## src/rtl/mcycle_controller.sv

```systemverilog
// Multicycle control FSM for the 16-bit datapath: sequences fetch/decode/execute/
// memory/write-back, drives all datapath selects and enables, and owns the Z flag.
module mcycle_controller #(
  parameter int WIDTH         = 16,
  parameter int ALU_CONT_BITS = 5,
  parameter int OP_BITS       = 4
) (
  input  logic                     clk,
  input  logic                     reset,
  input  logic [OP_BITS-1:0]       op_code,
  input  logic [OP_BITS-1:0]       ext_op_code,
  input  logic [3:0]               cond,
  input  logic                     zero,
  output logic                     ir_write,
  output logic                     mem_write,
  output logic                     pc_en,
  output logic                     pc_src,
  output logic                     reg_write,
  output logic                     reg_write_src,
  output logic                     address_src,
  output logic                     alu_A_src,
  output logic [1:0]               alu_B_src,
  output logic [ALU_CONT_BITS-1:0] alu_cont,
  output logic [3:0]               state,
  output logic                     z_flag
);

  typedef enum logic [3:0] {
    FETCH      = 4'd0,
    FETCH_WAIT = 4'd1,
    DECODE     = 4'd2,
    EXEC_RR    = 4'd3,
    EXEC_RI    = 4'd4,
    ALU_WB     = 4'd5,
    MEM_READ   = 4'd6,
    MEM_WAIT   = 4'd7,
    MEM_WB     = 4'd8,
    MEM_WRITE  = 4'd9,
    BRANCH     = 4'd10,
    BRANCH_WB  = 4'd11,
    JUMP       = 4'd12
  } state_t;

  localparam logic [OP_BITS-1:0] OP_RR   = OP_BITS'(4'b0000);
  localparam logic [OP_BITS-1:0] OP_ADD  = OP_BITS'(4'b0101);
  localparam logic [OP_BITS-1:0] OP_SUB  = OP_BITS'(4'b1001);
  localparam logic [OP_BITS-1:0] OP_CMP  = OP_BITS'(4'b1011);
  localparam logic [OP_BITS-1:0] OP_AND  = OP_BITS'(4'b0001);
  localparam logic [OP_BITS-1:0] OP_OR   = OP_BITS'(4'b0010);
  localparam logic [OP_BITS-1:0] OP_XOR  = OP_BITS'(4'b0011);
  localparam logic [OP_BITS-1:0] OP_MOV  = OP_BITS'(4'b1101);
  localparam logic [OP_BITS-1:0] OP_SPEC = OP_BITS'(4'b0100);
  localparam logic [OP_BITS-1:0] OP_BCC  = OP_BITS'(4'b1100);
  localparam logic [OP_BITS-1:0] EXT_LOAD = OP_BITS'(4'b0000);
  localparam logic [OP_BITS-1:0] EXT_STOR = OP_BITS'(4'b0100);
  localparam logic [OP_BITS-1:0] EXT_JUMP = OP_BITS'(4'b1100);

  localparam logic [ALU_CONT_BITS-1:0] ALU_ADD    = ALU_CONT_BITS'(0);
  localparam logic [ALU_CONT_BITS-1:0] ALU_SUB    = ALU_CONT_BITS'(1);
  localparam logic [ALU_CONT_BITS-1:0] ALU_AND    = ALU_CONT_BITS'(2);
  localparam logic [ALU_CONT_BITS-1:0] ALU_OR     = ALU_CONT_BITS'(3);
  localparam logic [ALU_CONT_BITS-1:0] ALU_XOR    = ALU_CONT_BITS'(4);
  localparam logic [ALU_CONT_BITS-1:0] ALU_PASS_B = ALU_CONT_BITS'(5);

  localparam logic [1:0] B_REG = 2'd0;
  localparam logic [1:0] B_IMM = 2'd1;
  localparam logic [1:0] B_ONE = 2'd2;

  // Instruction fields are 4-bit slices of a 16-bit word.
  if (WIDTH < 16 || OP_BITS < 4 || ALU_CONT_BITS < 3) begin : g_param_check
    $error("mcycle_controller: unsupported parameter combination");
  end

  function automatic logic is_alu_op(input logic [OP_BITS-1:0] code);
    case (code)
      OP_ADD, OP_SUB, OP_CMP, OP_AND, OP_OR, OP_XOR, OP_MOV: return 1'b1;
      default:                                                return 1'b0;
    endcase
  endfunction

  function automatic logic [ALU_CONT_BITS-1:0] alu_op_cont(input logic [OP_BITS-1:0] code);
    case (code)
      OP_SUB, OP_CMP: return ALU_SUB;
      OP_AND:         return ALU_AND;
      OP_OR:          return ALU_OR;
      OP_XOR:         return ALU_XOR;
      OP_MOV:         return ALU_PASS_B;
      default:        return ALU_ADD;
    endcase
  endfunction

  state_t cur_state;
  state_t next_state;
  logic   branch_taken;
  logic   cmp_exec;

  assign state = cur_state;

  assign branch_taken = (cond == 4'b0000 && z_flag) ||
                        (cond == 4'b0001 && !z_flag) ||
                        (cond == 4'b1110);

  assign cmp_exec = (cur_state == EXEC_RR && ext_op_code == OP_CMP) ||
                    (cur_state == EXEC_RI && op_code == OP_CMP);

  always_comb begin
    next_state = FETCH;
    case (cur_state)
      FETCH:      next_state = FETCH_WAIT;
      FETCH_WAIT: next_state = DECODE;
      DECODE: begin
        if (op_code == OP_RR)          next_state = EXEC_RR;
        else if (is_alu_op(op_code))   next_state = EXEC_RI;
        else if (op_code == OP_SPEC) begin
          case (ext_op_code)
            EXT_LOAD: next_state = MEM_READ;
            EXT_STOR: next_state = MEM_WRITE;
            EXT_JUMP: next_state = JUMP;
            default:  next_state = FETCH;
          endcase
        end
        else if (op_code == OP_BCC)    next_state = BRANCH;
        else                           next_state = FETCH;
      end
      EXEC_RR:  next_state = (is_alu_op(ext_op_code) && ext_op_code != OP_CMP) ? ALU_WB : FETCH;
      EXEC_RI:  next_state = (op_code != OP_CMP) ? ALU_WB : FETCH;
      MEM_READ: next_state = MEM_WAIT;
      MEM_WAIT: next_state = MEM_WB;
      BRANCH:   next_state = branch_taken ? BRANCH_WB : FETCH;
      default:  next_state = FETCH;
    endcase
  end

  // Outputs are registered from next_state so they are valid for the whole
  // state they belong to, exactly as a decode of cur_state would be.
  always_ff @(posedge clk or posedge reset) begin
    if (reset) begin
      cur_state     <= FETCH;
      z_flag        <= 1'b0;
      ir_write      <= 1'b0;
      mem_write     <= 1'b0;
      pc_en         <= 1'b0;
      pc_src        <= 1'b0;
      reg_write     <= 1'b0;
      reg_write_src <= 1'b0;
      address_src   <= 1'b0;
      alu_A_src     <= 1'b0;
      alu_B_src     <= B_ONE;
      alu_cont      <= ALU_ADD;
    end else begin
      cur_state <= next_state;
      if (cmp_exec) z_flag <= zero;

      ir_write      <= 1'b0;
      mem_write     <= 1'b0;
      pc_en         <= 1'b0;
      pc_src        <= 1'b0;
      reg_write     <= 1'b0;
      reg_write_src <= 1'b0;
      address_src   <= 1'b0;
      alu_A_src     <= 1'b0;
      alu_B_src     <= B_REG;
      alu_cont      <= ALU_ADD;
      case (next_state)
        FETCH:      alu_B_src <= B_ONE;
        FETCH_WAIT: begin
          ir_write <= 1'b1;
          pc_en    <= 1'b1;
        end
        EXEC_RR: begin
          alu_A_src <= 1'b1;
          alu_cont  <= alu_op_cont(ext_op_code);
        end
        EXEC_RI: begin
          alu_A_src <= 1'b1;
          alu_B_src <= B_IMM;
          alu_cont  <= alu_op_cont(op_code);
        end
        ALU_WB:   reg_write <= 1'b1;
        MEM_READ, MEM_WAIT: address_src <= 1'b1;
        MEM_WB: begin
          reg_write     <= 1'b1;
          reg_write_src <= 1'b1;
        end
        MEM_WRITE: begin
          address_src <= 1'b1;
          mem_write   <= 1'b1;
        end
        BRANCH:    alu_B_src <= B_IMM;
        BRANCH_WB: pc_en <= 1'b1;
        JUMP: begin
          pc_en  <= 1'b1;
          pc_src <= 1'b1;
        end
        default: ;
      endcase
    end
  end

endmodule

```

## config.mk

```make
export PLATFORM = sky130hd
export DESIGN_NAME = mcycle_controller
export DESIGN_NICKNAME = d
export VERILOG_FILES = /design/src/rtl/mcycle_controller.sv
export SDC_FILE = /design/constraint.sdc
export NUM_CORES = 1
export LEC_CHECK = 0
export ABC_AREA = 1
export BUFFER_PORTS_ARGS = -buffer_cell sky130_fd_sc_hd__buf_2
export CORE_UTILIZATION = 52
export CTS_BUF_LIST = sky130_fd_sc_hd__clkbuf_2 sky130_fd_sc_hd__clkbuf_4 sky130_fd_sc_hd__clkbuf_8
export DETAILED_ROUTE_END_ITERATION = 7
export PLACE_DENSITY = 0.83
export REMOVE_ABC_BUFFERS = 1
export SYNTH_ARGS = -nofsm -noshare
export SYNTH_HDL_FRONTEND = slang
export SYNTH_SLANG_ARGS = --single-unit
```

## constraint.sdc

```tcl
create_clock -name clk -period 1.8 [get_ports clk]
set_clock_uncertainty 0.1 [all_clocks]
set_input_delay 0.09 -clock clk [delete_from_list [all_inputs] [get_ports clk]]
set_output_delay 0.09 -clock clk [all_outputs]
set_load 0.1 [all_outputs]
```

==> results.yml <==
placement:
  place_ws_ps: 166
  io_buffers: 32
  placed_area_um2: 1310
  place_inst: 215
  place.gp.congestion: 0.944
  dp_hpwl_mm: 1.78
clock_network:
  postCtsSetupBuffers: 0
  cts_buffers: 3
  clock-sinks: 18
  clockRootBuffer: "clkbuf_4"
  clk_latency_ps: 290
  cts_buffer_depth: 2
  tritoncts: "yes"
  htreeDepth: 1
  path_clk_slew_ps: 90
die:
  die_area_um2: 2360
  initial_utilization: 0.563
  die_w_um: 48.6
  die_h_um: 48.6
  fp.coreArea_um2: 2000
  num_rows: 16
  io_pins: 35
critical_path:
  required_ps: 1880
  critPathMaxStageDelay_ps: 460
  path_cells: "nor2_2 -> nand2_1 -> nor2_2 -> nand2_1 -> nand2_2 -> inv_2 -> nand2_2 -> inv_2 -> nand2_1 -> nand2_1"
  worst-setup-path-type: "reg2reg"
  crit_top_cell: "nand2_1"
  crit_start: "state[0]$_DFF_PP0_"
  critPathSlowestCell: "dfrtp_2"
  rrSetupSlack_ps: 110
  reg2reg_depth: 10
  critPathMaxFanout: 5
  r2r_end: "alu_A_src$_DFF_PP0_"
  worstSetupStartpointType: "register"
  rr_startpoint: "state[0]$_DFF_PP0_"
  arrival_ps: 1770
  cp-end-kind: "register"
  endpoint: "alu_A_src$_DFF_PP0_"
cells_and_area:
  fin_nets: 210
  synthToLayoutAreaGrowth_pct: 20.5
  fillers: 166
  drive_above_1_share: 0.320
  antenna_cells: 0
  utilization: 0.679
  fin_cells: 221
  final_area_um2: 1360
logic_synthesis:
  synth_common_cells: "nand2_1 (50), inv_1 (20), dfrtp_1 (17)"
  synth_adder_area_share: 0
  synth_seq_area_share: 0.401
  synth_cell_types: 29
  ys_async_sr_fraction: 1.00
  synth.most_common_cell: "nand2_1"
  synth-simple-area-share: 0.421
  synthMuxAreaShare: 0
  synth.area.top_cells: "dfrtp_1 (38%), nand2_1 (17%), inv_1 (6.7%)"
  synth_area_um2: 1130
  syn_area_per_cell_um2: 7.14
  yosysTopAreaCellShare: 0.377
  yosys_register_bits: 18
  synth_warnings: 0
  synth_top_area_cell: "dfrtp_1"
  synth_edf_count: 0
  synth_flop_cell: "dfrtp_1"
  synth-xor-area-share: 0
  synth_top_family_by_area: "simple AND/OR/NAND/NOR gates"
  synth_compound_area_frac: 0.0710
  synthCells: 158
grt:
  use_met2: 0.364
  gr-usage-met1: 0.279
  antenna_found_initial: 0
  grt_overflow: 0
  grt_usage: 0.218
  busiest_layer: "met2"
  grt_max_degree: 19
  grt_pass1_vias: 983
  use_met3: 0.0346
  grt_pass1_wl_mm: 4.00
sta:
  finalHoldViolations: 0
  worstMarginPinSlew_ps: 658
  rsz0062_at_grt: "no"
  period_needed_ps: 1690
  fin_setup_tns_ps: 0
  fin_crit_sh: 0.941
  max_slew_margin: 0.561
  slew_viol_final: 0
  fmax_mhz: 590
  finalSetupViolCount: 0
  fin_ws_ps: 106
route:
  num_vias: 1119
  ant_nets: 0
  drt_first_pass_iters: 4
  routed_wl_mm: 2.31
  drc_errors: 0
  viasPerCell: 5.06
  drtIter0Drc: 25
  avgRoutedWirePerCell_um: 10.4
pwr:
  power.static_leakage_nw: 0.817
  ir_drop_v: 0.00118
  p_per_area_nw_per_um2: 1880
run:
  cap_violations: 0
run_status:
  outcome: "completed"
worst_hold_path:
  hold_class: "in2reg"
## layout by cell type, fill, tap and decap left out, types with 6 or more instances in the layout
cell     synthesis  layout
nor2_1          12      11
nand2_1         50      50
nand4_1          6       6
inv_2            6       6
dfrtp_1         17      16
nor2_2           5       6
buf_2            1      32
nand3_1         13      13
inv_1           20      20
## repair_timing
item                                    4_1_cts  5_1_grt
hold endpoints to repair                     18        0
hold buffers                                  2        0
gates resized for setup                       0        2
endpoints found under the setup margin        0        3
## worst min-delay path by stage
| stage | start | end | slack [ps] | cells past startpoint |
|---|---|---|---|---|
| finish | op_code[3] | alu_cont[2]$_DFF_PP0_ | 120 | 5 |
| global route | op_code[3] | alu_cont[2]$_DFF_PP0_ | 130 | 5 |
| CTS | op_code[3] | alu_cont[2]$_DFF_PP0_ | 110 | 5 |
| detailed placement | reset | reg_write$_DFF_PP0_ | 100 | 2 |
| global placement | reset | state[2]$_DFF_PP0_ | 90 | 2 |
| floorplan | reset | address_src$_DFF_PP0_ | -70 | 1 |
## power breakdown
part / total, W / internal (W) / switching, W
Combinational: 0.00173 / 0.000300 / 0.00143
Clock: 0.000213 / 0.000101 / 0.000112
Sequential: 0.000604 / 0.000537 / 0.0000670
Total: 0.00255 / 0.000938 / 0.00161
## stage by stage
| step | total power, W | hold slack (ps) |
|---|---|---|
| floorplan | 0.00207 | -72.2 |
| global placement | 0.00230 | 93.8 |
| detailed placement | 0.00233 | 104 |
| CTS | 0.00255 | 111 |
| global route | 0.00269 | 125 |
| finish | 0.00255 | 116 |
## critical path: cells and delay by family, from the launching register on
kind / cells / cell delay, ps
and+or+nand+nor: 8 / 900
DFF: 1 / 460
buffers and inverters: 2 / 120
## kinds of logic (layout without fill, tap and decap cells)
| logic type | Yosys count | in the layout |
|---|---|---|
| other cells | 1 | 2 |
| simple gates | 98 | 98 |
| flops | 18 | 18 |
| compound gates | 12 | 12 |
| buf+inv | 29 | 64 |
## layer usage
metal / vias up / part of all wire
met5: - / 0
met4: 0 / 0.022
met3: 7 / 0.053
met2: 43 / 0.48
met1: 502 / 0.45
li1: 567 / -
## cell type report
cell class,instances,area [um^2],share of cell area
tap,27,33.8,0.0249
clock buffer,4,30.0,0.0221
multi-input combinational,112,564,0.415
timing repair buffer,34,180,0.133
sequential,18,453,0.333
inverter,26,97.6,0.0718
## state kept, by name (all words and copies together) (netlist names)
signal	count
alu_A_src	1
reg_write_src	1
pc_src	1
alu_cont	3
pc_en	1
address_src	1
alu_B_src	2
state	4
ir_write	1
z_flag	1
mem_write	1
reg_write	1
Power figures use the tool's default switching activity.
